File: src/rtl/comms_mutex_bank.sv
// ---------------------------------------------------------------------------
// comms_mutex_bank
//
// Bank of NUM_MUTEX hardware mutexes behind one Avalon-MM slave. The bank is
// shared by the Car2X communication CPUs.
//
// Each mutex has a 16-bit owner ID and a 16-bit value. A write takes effect
// only when the mutex is free (value == 0) or when the writer already owns
// it. The owner releases a mutex by writing value 0.
//
// Each mutex has its own lease counter. When a holder keeps a mutex for
// LEASE_LIMIT cycles without rewriting it, the bank releases the mutex by
// force and sets a sticky EXPIRED flag. That flag can raise a maskable,
// level-sensitive interrupt.
//
// Word address map (IDX_W = clog2(NUM_MUTEX)):
//   address[IDX_W] = 0 : MUTEX[address[IDX_W-1:0]]   {owner, value}
//   address[IDX_W] = 1 : control register selected by the low bits
//        0 RESET_FLAG   reads 1 after reset; any write clears it
//        1 LEASE_LIMIT  R/W, low LEASE_W bits
//        2 EXPIRED      sticky expiry flags, write-1-to-clear
//        3 IRQ_MASK     R/W, one enable bit per mutex
//        others         read 0, writes ignored
//
// Ports:
//   clk            system clock
//   reset          asynchronous reset, active-high
//   address        word address, IDX_W+1 bits
//   chipselect     slave select
//   read           read strobe (reads have no side effects)
//   write          write strobe
//   data_from_cpu  write data
//   data_to_cpu    read data, combinational (read latency 0)
//   irq            level interrupt, |(EXPIRED & IRQ_MASK)
// ---------------------------------------------------------------------------
module comms_mutex_bank #(
   parameter int NUM_MUTEX   = 4,
   parameter int LEASE_W     = 16,
   parameter int LEASE_RESET = 0
) (
   input  logic                          clk,
   input  logic                          reset,
   input  logic [$clog2(NUM_MUTEX):0]    address,
   input  logic                          chipselect,
   input  logic                          read,
   input  logic                          write,
   input  logic [31:0]                   data_from_cpu,
   output logic [31:0]                   data_to_cpu,
   output logic                          irq
);

   localparam int IDX_W = $clog2(NUM_MUTEX);

   localparam logic [IDX_W-1:0] REG_RESET_FLAG  = IDX_W'(0);
   localparam logic [IDX_W-1:0] REG_LEASE_LIMIT = IDX_W'(1);
   localparam logic [IDX_W-1:0] REG_EXPIRED     = IDX_W'(2);
   localparam logic [IDX_W-1:0] REG_IRQ_MASK    = IDX_W'(3);

   logic [15:0]          owner [NUM_MUTEX];
   logic [15:0]          value [NUM_MUTEX];
   logic [LEASE_W-1:0]   cnt   [NUM_MUTEX];

   logic                 reset_flag;
   logic [LEASE_W-1:0]   lease_limit;
   logic [NUM_MUTEX-1:0] expired;
   logic [NUM_MUTEX-1:0] irq_mask;

   logic                 wr_en;
   logic                 ctrl_wr;
   logic [IDX_W-1:0]     idx;
   logic [NUM_MUTEX-1:0] accept;
   logic [NUM_MUTEX-1:0] expire;
   logic [NUM_MUTEX-1:0] expired_clr;

   // Reads have no side effects, so the read strobe does not change any state.
   logic unused_read;
   assign unused_read = read;

   assign wr_en   = chipselect & write;
   assign idx     = address[IDX_W-1:0];
   assign ctrl_wr = wr_en & address[IDX_W];

   // A write is accepted when the mutex is free or the writer already owns it.
   // A lease expires when the counter is at its last cycle and no accepted
   // write hits that mutex in the same cycle. The write wins that race, so the
   // owner can always renew on the final cycle.
   always_comb begin
      accept = '0;
      expire = '0;
      for (int i = 0; i < NUM_MUTEX; i++) begin
         accept[i] = wr_en && !address[IDX_W] && (idx == IDX_W'(i)) &&
                     ((value[i] == 16'h0000) || (owner[i] == data_from_cpu[31:16]));
         expire[i] = !accept[i] && (value[i] != 16'h0000) &&
                     (cnt[i] == LEASE_W'(1));
      end
   end

   always_comb begin
      expired_clr = '0;
      if (ctrl_wr && (idx == REG_EXPIRED)) begin
         expired_clr = data_from_cpu[NUM_MUTEX-1:0];
      end
   end

   // Mutex state and lease counters.
   // The counter reloads from the LEASE_LIMIT value in force at acquire time,
   // so a later change to LEASE_LIMIT leaves running leases alone. A limit of
   // 0 loads a 0 counter, which never reaches the expiry value of 1.
   always_ff @(posedge clk or posedge reset) begin
      if (reset) begin
         for (int i = 0; i < NUM_MUTEX; i++) begin
            owner[i] <= '0;
            value[i] <= '0;
            cnt[i]   <= '0;
         end
      end else begin
         for (int i = 0; i < NUM_MUTEX; i++) begin
            if (accept[i]) begin
               owner[i] <= data_from_cpu[31:16];
               value[i] <= data_from_cpu[15:0];
               if (data_from_cpu[15:0] != 16'h0000) begin
                  cnt[i] <= lease_limit;
               end else begin
                  cnt[i] <= '0;
               end
            end else if (expire[i]) begin
               owner[i] <= '0;
               value[i] <= '0;
               cnt[i]   <= '0;
            end else if ((value[i] != 16'h0000) && (cnt[i] != '0)) begin
               cnt[i] <= cnt[i] - LEASE_W'(1);
            end
         end
      end
   end

   // Control registers.
   // In EXPIRED, a set from a new expiry takes priority over a
   // write-1-to-clear of the same bit in the same cycle.
   always_ff @(posedge clk or posedge reset) begin
      if (reset) begin
         reset_flag  <= 1'b1;
         lease_limit <= LEASE_W'(LEASE_RESET);
         expired     <= '0;
         irq_mask    <= '0;
      end else begin
         if (ctrl_wr) begin
            case (idx)
               REG_RESET_FLAG:  reset_flag  <= 1'b0;
               REG_LEASE_LIMIT: lease_limit <= data_from_cpu[LEASE_W-1:0];
               REG_IRQ_MASK:    irq_mask    <= data_from_cpu[NUM_MUTEX-1:0];
               default: ;
            endcase
         end
         expired <= (expired & ~expired_clr) | expire;
      end
   end

   assign irq = |(expired & irq_mask);

   // Read mux. The output is combinational, so a read in the same cycle as a
   // write returns the value from before that write.
   always_comb begin
      data_to_cpu = '0;
      if (!address[IDX_W]) begin
         data_to_cpu = {owner[idx], value[idx]};
      end else begin
         case (idx)
            REG_RESET_FLAG:  data_to_cpu = {31'd0, reset_flag};
            REG_LEASE_LIMIT: data_to_cpu = 32'(lease_limit);
            REG_EXPIRED:     data_to_cpu = 32'(expired);
            REG_IRQ_MASK:    data_to_cpu = 32'(irq_mask);
            default:         data_to_cpu = '0;
         endcase
      end
   end

endmodule

File: config.mk
export PLATFORM = sky130hd
export DESIGN_NAME = comms_mutex_bank
export DESIGN_NICKNAME = d
export VERILOG_FILES = /design/src/rtl/comms_mutex_bank.sv
export SDC_FILE = /design/constraint.sdc
export NUM_CORES = 1
export LEC_CHECK = 0
export ABC_AREA = 0
export BUFFER_PORTS_ARGS = -buffer_cell sky130_fd_sc_hd__buf_2
export CAP_MARGIN = 20
export CORE_ASPECT_RATIO = 1.25
export CORE_UTILIZATION = 45
export DETAILED_ROUTE_END_ITERATION = 7
export PLACE_DENSITY = 0.7
export SLEW_MARGIN = 0
export SYNTH_ARGS = -nofsm -noshare
export SYNTH_HDL_FRONTEND = slang
export SYNTH_SLANG_ARGS = --single-unit
File: constraint.sdc
create_clock -name clk -period 6.4 [get_ports clk]
set_input_delay 0.64 -clock clk [delete_from_list [all_inputs] [get_ports clk]]
set_output_delay 0.64 -clock clk [all_outputs]
set_load 0.005 [all_outputs]
==> results_dict.tcl <==
set metrics [dict create \
    synth_adder_area_share 0.0120 \
    first_iter_violations 795 \
    drc 0 \
    dpl-instance-area_mm2 0.0130 \
    final_cell_count_no_fill 1646 \
    layout_common_cells "dfrtp_1, nand2_1, o21ai_0, a22o_1, xor2_1" \
    cts_htree_levels 1 \
    p_per_area_mw_per_mm2 390 \
    critPathBufInv 2 \
    die_area_mm2 0.0285 \
    wl_um 37800 \
    path_delay_family "simple AND/OR/NAND/NOR gates" \
    maxCapViolCount 0 \
    max_freq_ghz 0.284 \
    dp_cells 1597 \
    syn2layout_area_growth_pct 10.4 \
    worst_slew_pin_slew_ns 1.12 \
    ios 73 \
    synth_edf_count 0 \
    design_area_mm2 0.0138 \
    grt.total_usage 0.272 \
    dr.pass1.iters 5 \
    cts.clk_slew.worst_paths_ns 0.06 \
    clock_skew_ns 0.0109 \
    drive_gt1_frac 0.166 \
    wl_per_cell_um 23.0 \
    slowest_stage "nor4_1" \
    yosysSeqAreaShare 0.433 \
    slew_headroom 0.251 \
    critical_path.max_stage_delay_ns 0.63 \
    via_per_inst 6.43 \
    syn_inst 1258 \
    peakVddDrop_uv 269 \
    fin_setup_tns_ns 0 \
    startpoint_type "flop" \
    cts_tree "yes" \
    clockRootBuffer "clkbuf_16" \
    antenna_found_initial 3 \
    mostFrequentLayoutCell "dfrtp_1" \
    cts_hold_buf 0 \
    synth.distinct_cells 78 \
    fin_nets 1332 \
    synth_warnings 0 \
    muxShareOfSynthArea 0.0870 \
    hold_viol 0 \
    setup_viol 0 \
    syn-cell-area_mm2 0.0125 \
    cts_buffers 24 \
    hp-class "input port to async pin" \
    fp.dieW_um 151 \
    post_cts_buffers 0 \
    synth-xor-area-share 0.0594 \
    outcome "complete, no violations" \
    critical_path_class "flop to flop" \
    row_count 67 \
    die_h_um 189 \
    via_count 10600 \
    synth_top_family_by_area "compound AO/OA/AOI/OAI gates" \
    ant_nets 0 \
    overflow 0 \
    synth_compound_area_frac 0.184 \
    grt_pass1_wl_um 59700 \
    synth_fp_nets 1310 \
    cp-end-kind "flop" \
    final_max_slew_viol_count 0 \
    critPathMostFrequentCell "buf_4" \
    routabilityCongestion 0.890 \
    period_minus_slack_ns 3.52 \
    synth-simple-area-share 0.183 \
    core_mm2 0.0271 \
    leakagePower_uw 0.00594 \
    grt_pass1_vias 10500 \
    clock_sinks 217 \
    synthFlopType "dfrtp_1" \
    synth.avg_cell_area_um2 9.96 \
    synth_top_area_cell "dfrtp_1" \
    start_util 0.463 \
    async_flop_share 1.00 \
    cp.required_ns 6.81 \
    netlist_top_cells_area "dfrtp_1, mux4_2, a22o_1, nand2_1, xor2_1" \
    postCtsResizedCells 0 \
    cts.path.max_buffers 3 \
    rsz0062_at_grt "no" \
    dp_hpwl_um 25000 \
    critPathArrivalTime_ns 3.93 \
    ys_ff_latch 217 \
    path_max_fanout 35 \
    period_share 0.551 \
    insertion_delay_ns 0.53 \
    grt_max_degree 191 \
    portBuffers 71 \
    path_cells "nor4_1, nand4_1, a21oi_4, buf_4, nor2_2, buf_4, a22o_1" \
    synth.top_cell.area_share 0.431 \
]
==> path summary, 6_finish.rpt <==
kind | from | to | slack [ns] | cells past startpoint
worst min register to register | reset_flag | reset_flag | 0.46 | 1
min in group clk | data_from_cpu[8] | value[8] | 0.42 | 3
worst min-delay path | reset | owner[42] | 0.20 | 2
max in group asynchronous | reset | lease_limit[5] | 4.71 | 3
worst max register to register | value[59] | value[61] | 2.88 | 7
worst max-delay path | value[59] | value[61] | 2.88 | 7
==> flip-flops by register name, summed over array words and instances (netlist names) <==
name and count:
value 64, owner 64, lease_limit 16, reset_flag 1, expired 4, irq_mask 4
cnt 64
==> metrics by stage <==
stage	total power, uW	util	setup WS [ns]	hold slack (ns)
final	5390	0.511	2.88	0.202
after global routing	5680	0.511	2.83	0.255
after CTS	5380	0.510	2.95	0.219
after detailed placement	3970	0.481	2.61	0.450
after global placement	3900	0.481	2.68	0.445
after floorplan	3440	-	2.93	0.439
==> where the power goes <==
part | internal (uW) | switching [uW] | leakage (uW) | total, uW
clock network | 826 | 572 | 0.000393 | 1400
registers | 1780 | 480 | 0.00252 | 2260
logic | 808 | 930 | 0.00302 | 1740
total | 3410 | 1980 | 0.00594 | 5390
==> routing by layer <==
layer | global-route usage | routed length [um] | up-vias
li1 | - | - | 4735
met5 | 0 | 0 | -
met3 | 0.0409 | 2890 | 103
met4 | 0.122 | 1730 | 0
met1 | 0.359 | 15000 | 5272
met2 | 0.438 | 18200 | 469
==> cell families after synthesis <==
kind of cell,after synthesis
AO/OA/AOI/OAI,312
buffers and inverters,108
flip-flops,217
multiplexers,66
adder cells (fa/ha/maj),12
XOR/XNOR,85
AND/OR/NAND/NOR,458
==> cell type report <==
cell class                 count  area [um^2]
clock inverter                 7         66.3
timing repair buffer          90          514
fill                        2463        13200
clock buffer                  37          731
sequential                   217         5430
multi-input combinational    933         6600
inverter                      14         56.3
antenna                        3         7.51
tap                          345          432
==> cell usage after synthesis (18+ instances only) <==
| library cell | count |
|---|---|
| mux4_2 | 32 |
| nor4_1 | 56 |
| o22ai_1 | 23 |
| nand2_1 | 175 |
| o21ai_0 | 88 |
| buf_2 | 38 |
| mux2_2 | 23 |
| xor2_1 | 73 |
| nand3_1 | 42 |
| nor2_1 | 70 |
| clkbuf_1 | 39 |
| a22o_1 | 75 |
| and2_1 | 18 |
| dfrtp_1 | 216 |
Note: power is estimated with default switching activity, not from simulation.
